==> src/rtl/prv_trap_controller.sv <==
// prv_trap_controller
//   Machine-mode trap responder. It takes the exception flags, epc, badaddr
//   and ret of the instruction committing in M. It raises a redirect
//   (insert_pc/priv_pc) and holds it until the pipeline reports pipe_clear.
//   It owns mstatus.MIE/MPIE, mie, mip, mtvec, mepc, mcause and mtval.
//
// Ports
//   CLK, nRST                 clock, asynchronous active-low reset
//   wb_enable                 instruction in M commits this cycle
//   fault_insn .. env_m       exception flags of the committing instruction
//   ret                       committing instruction is MRET
//   epc, badaddr              PC / faulting address of committing instruction
//   ext_int,timer_int,soft_int level-sensitive interrupt sources
//   pipe_clear                pipeline has flushed for the current redirect
//   intr                      enabled interrupt pending (0 while redirecting)
//   insert_pc, priv_pc        redirect request and target
//   csr_wen/addr/wdata/rdata  CSR access port (rdata combinational)
//
// Configuration
//   PRV_VECTORED_INTR_EN  when defined, mtvec[0]=1 sends interrupts to
//                         base + 4*cause; otherwise every trap uses the base.
module prv_trap_controller #(
  parameter logic [31:0] RESET_MTVEC = 32'h0000_0200
) (
  input  logic        CLK,
  input  logic        nRST,
  input  logic        wb_enable,
  input  logic        fault_insn,
  input  logic        mal_insn,
  input  logic        illegal_insn,
  input  logic        fault_l,
  input  logic        mal_l,
  input  logic        fault_s,
  input  logic        mal_s,
  input  logic        breakpoint,
  input  logic        env_m,
  input  logic        ret,
  input  logic [31:0] epc,
  input  logic [31:0] badaddr,
  input  logic        ext_int,
  input  logic        timer_int,
  input  logic        soft_int,
  input  logic        pipe_clear,
  output logic        intr,
  output logic        insert_pc,
  output logic [31:0] priv_pc,
  input  logic        csr_wen,
  input  logic [11:0] csr_addr,
  input  logic [31:0] csr_wdata,
  output logic [31:0] csr_rdata
);

  typedef enum logic {IDLE, REDIRECT} state_t;

  localparam logic [11:0] ADDR_MSTATUS = 12'h300;
  localparam logic [11:0] ADDR_MIE     = 12'h304;
  localparam logic [11:0] ADDR_MTVEC   = 12'h305;
  localparam logic [11:0] ADDR_MEPC    = 12'h341;
  localparam logic [11:0] ADDR_MCAUSE  = 12'h342;
  localparam logic [11:0] ADDR_MTVAL   = 12'h343;
  localparam logic [11:0] ADDR_MIP     = 12'h344;

`ifdef PRV_VECTORED_INTR_EN
  localparam logic [31:0] MTVEC_MASK = 32'hFFFF_FFFD;
`else
  localparam logic [31:0] MTVEC_MASK = 32'hFFFF_FFFC;
`endif

  state_t      state, next_state;
  logic        mstatus_mie, mstatus_mpie;
  logic [31:0] mie_q, mtvec_q, mepc_q, mcause_q, mtval_q;
  logic [31:0] mip, pend;
  logic        int_pend, exc, commit;
  logic        take_trap, take_int, take_ret;
  logic [3:0]  exc_code, int_code;
  logic        exc_tval;
  logic [31:0] trap_cause, trap_target, mtvec_base;

  assign mip      = {20'd0, ext_int, 3'd0, timer_int, 3'd0, soft_int, 3'd0};
  assign pend     = mip & mie_q;
  assign int_pend = mstatus_mie & (|pend);
  assign exc      = fault_insn | mal_insn | illegal_insn | fault_l | mal_l |
                    fault_s | mal_s | breakpoint | env_m;
  assign commit   = (state == IDLE) & wb_enable;

  assign take_int  = commit & ~exc & int_pend;
  assign take_trap = commit & (exc | int_pend);
  assign take_ret  = commit & ~exc & ~int_pend & ret;

  // Exception priority chain; exc_tval marks causes that report badaddr.
  always_comb begin
    exc_code = 4'd0;
    exc_tval = 1'b0;
    if (breakpoint)        exc_code = 4'd3;
    else if (fault_insn) begin exc_code = 4'd1;  exc_tval = 1'b1; end
    else if (mal_insn)   begin exc_code = 4'd0;  exc_tval = 1'b1; end
    else if (illegal_insn)     exc_code = 4'd2;
    else if (env_m)            exc_code = 4'd11;
    else if (mal_s)      begin exc_code = 4'd6;  exc_tval = 1'b1; end
    else if (mal_l)      begin exc_code = 4'd4;  exc_tval = 1'b1; end
    else if (fault_s)    begin exc_code = 4'd7;  exc_tval = 1'b1; end
    else if (fault_l)    begin exc_code = 4'd5;  exc_tval = 1'b1; end
  end

  always_comb begin
    int_code = 4'd7;
    if (pend[11])     int_code = 4'd11;
    else if (pend[3]) int_code = 4'd3;
  end

  assign trap_cause = take_int ? {1'b1, 27'd0, int_code} : {28'd0, exc_code};
  assign mtvec_base = {mtvec_q[31:2], 2'b00};

`ifdef PRV_VECTORED_INTR_EN
  assign trap_target = (take_int && mtvec_q[0]) ?
                       mtvec_base + {26'd0, int_code, 2'b00} : mtvec_base;
`else
  assign trap_target = mtvec_base;
`endif

  // State register
  always_ff @(posedge CLK or negedge nRST) begin
    if (!nRST) state <= IDLE;
    else       state <= next_state;
  end

  // Next state and outputs
  always_comb begin
    next_state = state;
    insert_pc  = 1'b0;
    intr       = 1'b0;
    case (state)
      IDLE: begin
        intr = int_pend;
        if (take_trap || take_ret) next_state = REDIRECT;
      end
      REDIRECT: begin
        insert_pc = 1'b1;
        if (pipe_clear) next_state = IDLE;
      end
      default: next_state = IDLE;
    endcase
  end

  // CSR file. Software writes are applied first; the trap/return
  // assignments that follow override any field they share.
  always_ff @(posedge CLK or negedge nRST) begin
    if (!nRST) begin
      mstatus_mie  <= 1'b0;
      mstatus_mpie <= 1'b0;
      mie_q        <= '0;
      mtvec_q      <= RESET_MTVEC & 32'hFFFF_FFFC;
      mepc_q       <= '0;
      mcause_q     <= '0;
      mtval_q      <= '0;
      priv_pc      <= '0;
    end else begin
      if (csr_wen) begin
        case (csr_addr)
          ADDR_MSTATUS: begin
            mstatus_mie  <= csr_wdata[3];
            mstatus_mpie <= csr_wdata[7];
          end
          ADDR_MIE:    mie_q    <= csr_wdata & 32'h0000_0888;
          ADDR_MTVEC:  mtvec_q  <= csr_wdata & MTVEC_MASK;
          ADDR_MEPC:   mepc_q   <= csr_wdata & 32'hFFFF_FFFC;
          ADDR_MCAUSE: mcause_q <= csr_wdata;
          ADDR_MTVAL:  mtval_q  <= csr_wdata;
          default: ;
        endcase
      end
      if (take_trap) begin
        mepc_q       <= epc & 32'hFFFF_FFFC;
        mcause_q     <= trap_cause;
        mtval_q      <= (!take_int && exc_tval) ? badaddr : '0;
        mstatus_mpie <= mstatus_mie;
        mstatus_mie  <= 1'b0;
        priv_pc      <= trap_target;
      end else if (take_ret) begin
        mstatus_mie  <= mstatus_mpie;
        mstatus_mpie <= 1'b1;
        priv_pc      <= mepc_q;
      end
    end
  end

  always_comb begin
    csr_rdata = '0;
    case (csr_addr)
      ADDR_MSTATUS: csr_rdata = {24'd0, mstatus_mpie, 3'd0, mstatus_mie, 3'd0};
      ADDR_MIE:     csr_rdata = mie_q;
      ADDR_MTVEC:   csr_rdata = mtvec_q;
      ADDR_MEPC:    csr_rdata = mepc_q;
      ADDR_MCAUSE:  csr_rdata = mcause_q;
      ADDR_MTVAL:   csr_rdata = mtval_q;
      ADDR_MIP:     csr_rdata = mip;
      default:      csr_rdata = '0;
    endcase
  end

endmodule

==> config.mk <==
export PLATFORM = sky130hd
export DESIGN_NAME = prv_trap_controller
export DESIGN_NICKNAME = d
export VERILOG_FILES = /design/src/rtl/prv_trap_controller.sv
export SDC_FILE = /design/constraint.sdc
export NUM_CORES = 1
export LEC_CHECK = 0
export BUFFER_PORTS_ARGS = -buffer_cell sky130_fd_sc_hd__buf_2
export CAP_MARGIN = 40
export CORE_UTILIZATION = 45
export DETAILED_ROUTE_END_ITERATION = 12
export PLACE_DENSITY = 0.78
export SLEW_MARGIN = 40
export SYNTH_ARGS = -nofsm -noshare
export SYNTH_HDL_FRONTEND = slang
export SYNTH_SLANG_ARGS = --single-unit
==> constraint.sdc <==
create_clock -name CLK -period 2.9 [get_ports CLK]
set_input_delay 0.145 -clock CLK [delete_from_list [all_inputs] [get_ports CLK]]
set_output_delay 0.145 -clock CLK [all_outputs]
set_load 0.1 [all_outputs]
# --- After elaboration in Yosys (flattened, before gate mapping) ---
# Index checks and enable logic that the tools add are counted.
word_totals:
  out_inout_bits: 66
  ff_bits: 164
  input_bits: 126
  word_cells: 100
op_classes:
  n_eq_ne: 7
  mux: 47
  reduce_logical: 17
  n_bitwise: 20
ops:
  columns: ["cell", "count"]
  rows:
  - ["$mux 32", 13]
  - ["$pmux 32 s7", 1]
  - ["$eq 12x10->1 const B", 7]
  - ["$reduce_or 32->1", 1]
  - ["$mux 4", 6]
  - ["$mux 1", 21]
  - ["$mux 3", 5]
  - ["$and 12x12->12", 1]
  - ["$reduce_and 2->1", 6]
  - ["$reduce_bool 2->1", 5]
  - ["$or 1x1->1", 9]
  - ["$and 1x1->1", 7]
  - ["$reduce_bool 3->1", 2]
  - ["$not 1->1", 3]
  - ["$pmux 1 s2", 1]
  - ["$logic_and 1x1->1", 1]
  - ["$logic_not 1->1", 1]
  - ["$logic_or 1x1->1", 1]

# --- Longest topological paths before layout ---
# Gate-level depths: netlist (run 1).
depth:
  ltp_word: 15
  mapped_depth: 7

# --- Least setup slack after synthesis (run 1) ---
# Ideal clock, no wire load.
synth_timing:
  path_type: "reg-to-output"
  from: "register state"
  to: "output intr"
  setup_slack_ps: -212
  t_required_ps: 2755
  path_buffers: 0
  t_arrival_ps: 2967
  path_stages_with_launch: 2
  cell_sequence: "dfrtp_1 > nor3_1"
synth_between:
  elab_chain_len: 1
synth_lines:
  columns: ["element", "line", "source"]
  rows:
  - ["start, declared", "69", "state_t state, next_state;"]
  - ["start signal, assigned", "124", "else state <= next_state;"]
  - ["$mux 1", "132", "case (state)"]
  - ["end, declared", "44", "output logic intr,"]
# No other way between the ends.

# --- Worst setup path after layout (run 1) ---
layout_timing:
  from: "register mie_q[11]"
  to: "register priv_pc[9]"
layout_between:
  elab_chain_len: 7
  elab_cells_between_ends: 10
layout_lines:
  columns: ["element", "line", "source"]
  rows:
  - ["start, declared", "71", "logic [31:0] mie_q, mtvec_q, mepc_q, mcause_q, mtval_q;"]
  - ["start signal, assigned", "164", "ADDR_MIE: mie_q <= csr_wdata & 32'h0000_0888;"]
  - ["$and 12x12->12 *", "80", "assign pend = mip & mie_q;"]
  - ["$reduce_or 32->1 *", "81", "assign int_pend = mstatus_mie & (|pend);"]
  - ["$and 1x1->1 *", "81", null]
  - ["$not 1->1", "88", "assign take_ret = commit & ~exc & ~int_pend & ret;"]
  - ["$and 1x1->1 (2 in series)", "88", null]
  - ["$reduce_bool 2->1 (no source line)", null, null]
  - ["end signal, assigned", "178", "priv_pc <= trap_target;"]
  - ["end signal, assigned", "182", "priv_pc <= mepc_q;"]
  - ["end, declared", "46", "output logic [31:0] priv_pc,"]
# Every way passes the cells marked *; elsewhere a longest branch is shown, timed or not.
# A chain may end at the register's enable or synchronous reset.

==> results of run 1 <==
==> power by group through the flow <==
stage | registers [mW] | logic [mW] | clock network, mW
after floorplan | 2.63 | 0.380 | 0
after global routing | 2.63 | 0.864 | 2.32
after global placement | 2.62 | 0.685 | 0
final | 2.60 | 0.777 | 2.21
after CTS | 2.60 | 0.774 | 2.23
after detailed placement | 2.64 | 0.711 | 0
==> synthesized netlist by cell type, drive strengths merged, types with 3 or more instances <==
master	number	area, um2
nand2	214	803.3
dfrtp	159	3979
a22oi	65	488.0
a21oi	61	305.3
clkbuf	40	150.1
nor2	40	150.1
o21ai	37	185.2
mux2i	33	330.3
a222oi	31	310.3
mux2	31	349.1
buf	23	128.9
nand3	6	30.03
nor3	6	35.03
a22o	5	43.79
inv	5	18.77
a32oi	4	35.03
and2	4	25.02
nor4	4	61.31
a31oi	3	18.77
==> stage by stage <==
step	cells	setup WS [ns]	util	hold slack [ns]
3_5_place_dp	1173	0.4158	0.5684	0.2767
6_report	1264	0.4010	0.6394	0.02612
3_3_place_gp	1173	0.4941	0.5684	0.2719
4_1_cts	1264	0.4156	0.6392	0.01008
5_1_grt	1264	0.2260	0.6394	0.02141
2_1_floorplan	796	0.07399	-	-0.1506
==> worst min-delay path: cells and delay by family <==
family,cells,cell delay (ns)
buffers and inverters,1,0.14
AO/OA/AOI/OAI,1,0.05
AND/OR/NAND/NOR,1,0.06
==> routing by layer <==
| layer | global-route usage | up-vias |
|---|---|---|
| met3 | 0.05019 | 42 |
| met2 | 0.4632 | 326 |
| met1 | 0.3649 | 3617 |
| met4 | 0.1086 | 0 |
| met5 | 0 | - |
| li1 | - | 3330 |
==> placed cells by master, fill, tap and decap left out, types with 3 or more instances in the layout <==
cell	netlist	routed
nand2_1	214	213
dfrtp_1	159	159
buf_2	16	156
a22oi_1	65	65
a21oi_1	61	61
dlygate4sd3_1	0	60
nor2_1	40	40
buf_12	0	37
mux2i_1	33	33
o21ai_0	33	33
a222oi_1	31	31
mux2_2	31	31
buf_4	6	26
clkbuf_16	0	17
nand3_1	6	6
inv_1	5	5
nor3_2	1	4
a22o_1	5	4
a32oi_1	4	4
clkinvlp_4	0	4
and2_1	4	3
o21ai_1	4	3
a31oi_1	3	3
clkbuf_1	40	3
clkbuf_8	0	3
==> cell families (layout without fill, tap and decap cells) <==
logic type             after synthesis  after routing  share of synthesized area
muxes                               64             64                    0.08867
other                                1              2                  0.0004894
and+or+nand+nor                    288            288                     0.1597
buffers and inverters               68            316                    0.03886
DFF                                160            160                     0.5227
AOI/OAI and AO/OA                  214            214                     0.1896
==> sequential cells by signal (all words and copies together) (netlist names) <==
signal / count
mepc_q: 30
mstatus_mie: 1
mtval_q: 32
mtvec_q: 30
state: 1
priv_pc: 30
mie_q: 3
mstatus_mpie: 1
mcause_q: 32
==> layout make-up <==
class | instances | area, um2
Clock inverter | 9 | 108.9
Sequential cell | 160 | 4005
Fill cell | 1350 | 5981
Inverter | 5 | 18.77
Clock buffer | 22 | 464.2
Timing Repair Buffer | 280 | 2331
Multi-Input combinational cell | 568 | 3400
Tap cell | 220 | 275.3
==> worst paths after layout <==
check,depth (start not counted),to,startpoint
max reg2reg,6,priv_pc[9]$_DFFE_PN0P_,mie_q[11]$_DFFE_PN0P_
max in group asynchronous,3,mtval_q[16]$_DFFE_PN0P_,nRST
max,6,priv_pc[9]$_DFFE_PN0P_,mie_q[11]$_DFFE_PN0P_
min,3,mcause_q[11]$_DFFE_PN0P_,csr_wdata[11]
min reg2reg,2,priv_pc[4]$_DFFE_PN0P_,priv_pc[4]$_DFFE_PN0P_
min in group asynchronous,2,mepc_q[29]$_DFFE_PN0P_,nRST
==> results.sh, run 1 <==
export IMPL_worstPathMaxFanout=54
export IMPL_worstMarginPinSlew_ns=0.7510
export IMPL_dpl_hpwl_um=15430
export IMPL_top_layer="met4"
export IMPL_peakVddDrop_v=0.0004179
export IMPL_seq_area_frac_synth=0.5227
export IMPL_core_area_um2=16580
export IMPL_seqPwrFrac=0.466
export IMPL_drt_total_wl_um=23630
export IMPL_crit_chain="a222oi_1 > o2111ai_1 > and2_4 > buf_12 > a22oi_1 > nand2_1"
export IMPL_relSlewSlack=0.4993
export IMPL_period_share=0.8617
export IMPL_start_kind="flip-flop"
export IMPL_initial_core_util=0.4620
export IMPL_io_buffers=187
export IMPL_hold_viol=0
export IMPL_cts_htree_levels=4
export IMPL_drc=0
export IMPL_combPwrFrac=0.139
export IMPL_groute_usage_overall=0.2795
export IMPL_rsz0062_at_grt="no"
export IMPL_fin_setup_tns_ns=0
export IMPL_wl_met2_um=11570
export IMPL_die_area_um2=17550
export IMPL_numCtsBuffers=17
export IMPL_clk_pin_slew_worst_paths_ns=0.06
export IMPL_grt_pass1_wl_um=38250
export IMPL_antenna_left=0
export IMPL_max_freq_mhz=400.2
export IMPL_finClkSkew_ns=0.007870
export IMPL_place_area_um2=9427
export IMPL_cpLargestDelayFamily="compound AO/OA/AOI/OAI gates"
export IMPL_status="finished clean"
export IMPL_io_pins=192
export IMPL_synthCells=795
export IMPL_p_total_mw=5.586
export IMPL_cts_hold_fix_buffers=60
export IMPL_clock_latency_ns=0.43
export IMPL_reg2reg_slack_ns=0.40
export IMPL_synth_main_ff_cell="dfrtp_1"
export IMPL_worstHoldPathType="in2reg"
export IMPL_final_min_clock_period_ns=2.499
export IMPL_area_growth_syn_to_layout_pct=38.37
export IMPL_netSwitchingPower_mw=1.508
export IMPL_drtIter0Drc=690
export IMPL_root_buffer="clkbuf_16"
export IMPL_syn_cell_area_um2=7662
export IMPL_cts_tree="done"
export IMPL_gp_congestion=0.8927
export IMPL_post_drt_wl_per_cell_um=18.69
export IMPL_clock_sinks=160
export IMPL_yosysWarnings=0
export IMPL_drtPass1Iterations=6
export IMPL_cts_resized=0
export IMPL_p_clk_frac=0.395
export IMPL_power_per_cell_area_nw_per_um2=526.8
export IMPL_required_ns=3.21
export IMPL_leakagePower_nw=4.955
export IMPL_die_height_um=132.5
export IMPL_drive_above_1_share=0.2854
export IMPL_drv_slew=0
export IMPL_critical_path_buf_inv_count=1
export IMPL_clock_path_buffers=2
export IMPL_dr_wl_met3_um=1651
export IMPL_setup_viol=0
export IMPL_grt_ovfl_total=0
export IMPL_criticalPathCategory="reg2reg"
export IMPL_layout_nets=1158
export IMPL_p_sw_frac=0.2700
export IMPL_grt_pass1_vias=7405
export IMPL_synth_edff_count=0
export IMPL_post_cts_buffers=0
export IMPL_ys_ff_latch=160
export IMPL_avgSynthCellArea_um2=9.638
export IMPL_maxCapViolations=0
export IMPL_p_int_mw=4.078
export IMPL_cpPeakStageDelay_ns=0.57
export IMPL_endpoint_kind="flip-flop"
export IMPL_ys_types=44
export IMPL_num_rows=47
export IMPL_diodes=0
export IMPL_die_w_um=132.5
export IMPL_final_cell_area_um2=10600
export IMPL_crit_slowest_cell="a222oi_1"
export IMPL_detail_route_vias_per_cell=5.787
export IMPL_arrival_ns=2.81
export IMPL_grt_max_degree=89
export IMPL_antenna_found_initial=0
export IMPL_synthArstFlopShare=1.000
export IMPL_wl_met1_um=9812
export IMPL_vias=7315
Note: power is estimated with default switching activity, not from simulation.
==> run 2: changes to the inputs <==
--- a/config.mk
+++ b/config.mk
@@ -7,10 +7,11 @@
 export LEC_CHECK = 0
 export BUFFER_PORTS_ARGS = -buffer_cell sky130_fd_sc_hd__buf_2
 export CAP_MARGIN = 40
+export CORE_MARGIN = 5
 export CORE_UTILIZATION = 45
 export DETAILED_ROUTE_END_ITERATION = 12
-export PLACE_DENSITY = 0.78
-export SLEW_MARGIN = 40
+export PLACE_DENSITY = 0.66
+export SLEW_MARGIN = 20
 export SYNTH_ARGS = -nofsm -noshare
 export SYNTH_HDL_FRONTEND = slang
 export SYNTH_SLANG_ARGS = --single-unit
==> run 2 against run 1 <==
- count of clock-buffer cells in the layout fell by 1
- hold slack got worse by 0.013 ns
- wire length rose by 4.2%
- first-iteration DRC count decreased by 11%
- final cell count down 0.32%
- maximum frequency down 0.98%
- critical endpoint is now mstatus_mie$_DFFE_PN0P_
- largest cell class unchanged
- largest power group unchanged
==> results.sh, run 2 (synthesis gave the netlist of run 1 again) <==
export IMPL_die_height_um=140.5
export IMPL_rsz0062_at_grt="no"
export IMPL_arrival_ns=2.84
export IMPL_drive_above_1_share=0.2885
export IMPL_criticalPathCategory="reg2reg"
export IMPL_groute_usage_overall=0.2474
export IMPL_numCtsBuffers=17
export IMPL_period_share=0.8703
export IMPL_clock_sinks=160
export IMPL_wl_met1_um=10400
export IMPL_vias=7180
export IMPL_io_buffers=187
export IMPL_layout_commonest_cell="nand2_1"
export IMPL_dpl_hpwl_um=16260
export IMPL_final_min_clock_period_ns=2.524
export IMPL_drc=0
export IMPL_status="finished clean"
export IMPL_fin_setup_tns_ns=0
export IMPL_maxCapViolations=0
export IMPL_cts_tree="done"
export IMPL_die_w_um=140.5
export IMPL_root_buffer="clkbuf_16"
export IMPL_die_area_um2=19740
export IMPL_worst_r2r_path_depth=5
export IMPL_antenna_left=0
export IMPL_relSlewSlack=0.4972
export IMPL_io_pins=192
export IMPL_setup_viol=0
export IMPL_peakVddDrop_v=0.0004236
export IMPL_antenna_found_initial=0
export IMPL_layout_nets=1155
export IMPL_initial_core_util=0.4604
export IMPL_final_util=0.6365
export IMPL_max_freq_mhz=396.2
export IMPL_area_growth_syn_to_layout_pct=38.24
export IMPL_grt_ovfl_total=0
export IMPL_fillers=1343
export IMPL_grt_max_degree=79
export IMPL_post_drt_wl_per_cell_um=19.53
export IMPL_endpoint_kind="flip-flop"
export IMPL_clock_latency_ns=0.43
export IMPL_diodes=0
export IMPL_drtPass1Iterations=8
export IMPL_start_kind="flip-flop"
export IMPL_core_area_um2=16640
export IMPL_clock_path_buffers=2
export IMPL_top_layer="met4"
export IMPL_register_area_um2=4005
export IMPL_leakagePower_nw=4.975
export IMPL_grt_pass1_vias=7306
export IMPL_drt_total_wl_um=24610
export IMPL_worstMarginPinSlew_ns=0.7542
export IMPL_multi_input_area_um2=3398
export IMPL_power_per_cell_area_nw_per_um2=552.7
export IMPL_hold_viol=0
export IMPL_dr_wl_met3_um=1812
export IMPL_final_cell_mix="nand2_1, dfrtp_1, buf_2"
export IMPL_grt_pass1_wl_um=39070
export IMPL_worstHoldPathType="in2reg"
export IMPL_cts_htree_levels=4
export IMPL_drv_slew=0
export IMPL_num_rows=47
export IMPL_hold_depth=3
export IMPL_wl_met2_um=11930
export IMPL_finClkSkew_ns=0.01274
export IMPL_worstPathMaxFanout=50
export IMPL_fin_hold_ws_ns=0.01330
export IMPL_required_ns=3.21
export IMPL_post_cts_buffers=0
export IMPL_drtIter0Drc=615
export IMPL_gp_congestion=0.8445
export IMPL_detail_route_vias_per_cell=5.698
export IMPL_clk_pin_slew_worst_paths_ns=0.06
export IMPL_largestRegisters="mcause_q (32), mtval_q (32)"
[run 2: layout make-up]
| type | instances | area share |
|---|---|---|
| clock buffers | 21 | 0.04441 |
| well taps | 220 | 0.02599 |
| repair buffers | 277 | 0.2118 |
| multi-input cells | 568 | 0.3208 |
| inverters | 5 | 0.001772 |
| clock inverters | 9 | 0.01713 |
| flip-flops and latches | 160 | 0.3781 |
[run 2: what timing repair did]
action / 4_1_cts / 5_1_grt
hold buffers: 55 / 0
gates resized for setup: 0 / 0
endpoints found under the hold margin: 135 / 0
[run 2: path summary, 6_finish.rpt]
path	from	endpoint	slack [ns]
worst max-delay path	mie_q[11]$_DFFE_PN0P_	mstatus_mie$_DFFE_PN0P_	0.38
worst min-delay path	csr_wdata[12]	mcause_q[12]$_DFFE_PN0P_	0.01
worst max register to register	mie_q[11]$_DFFE_PN0P_	mstatus_mie$_DFFE_PN0P_	0.38
worst min register to register	priv_pc[5]$_DFFE_PN0P_	priv_pc[5]$_DFFE_PN0P_	0.46
max in group asynchronous	nRST	mtvec_q[9]$_DFFE_PN1P_	1.82
min in group asynchronous	nRST	priv_pc[31]$_DFFE_PN0P_	0.28
[run 2: critical path, cell delays in order, from the launching register on]
cell,delay (ns)
dfrtp_1,0.42
a222oi_1,0.59
o2111ai_1,0.34
and2_4,0.45
buf_4,0.27
o31ai_1,0.30
[run 2: power breakdown]
group / total [mW] / switching [mW] / internal, mW
Combinational: 0.768 / 0.459 / 0.309
Sequential: 2.60 / 0.150 / 2.45
Clock: 2.48 / 0.894 / 1.59
[run 2: per-layer routing]
layer,vias up,track usage
met5,-,0
met4,0,0.07190
met3,44,0.05930
met2,300,0.4098
met1,3510,0.3246
li1,3326,-
[run 2: through the flow]
step	power (mW)	area [um2]	setup WS [ns]	std cells
floorplan	3.012	7671	0.07399	796
global placement	3.317	9390	0.5193	1175
detailed placement	3.345	9390	0.4602	1175
CTS	5.882	10590	0.4271	1260
global route	6.090	10590	0.2730	1260
finish	5.854	10590	0.3763	1260
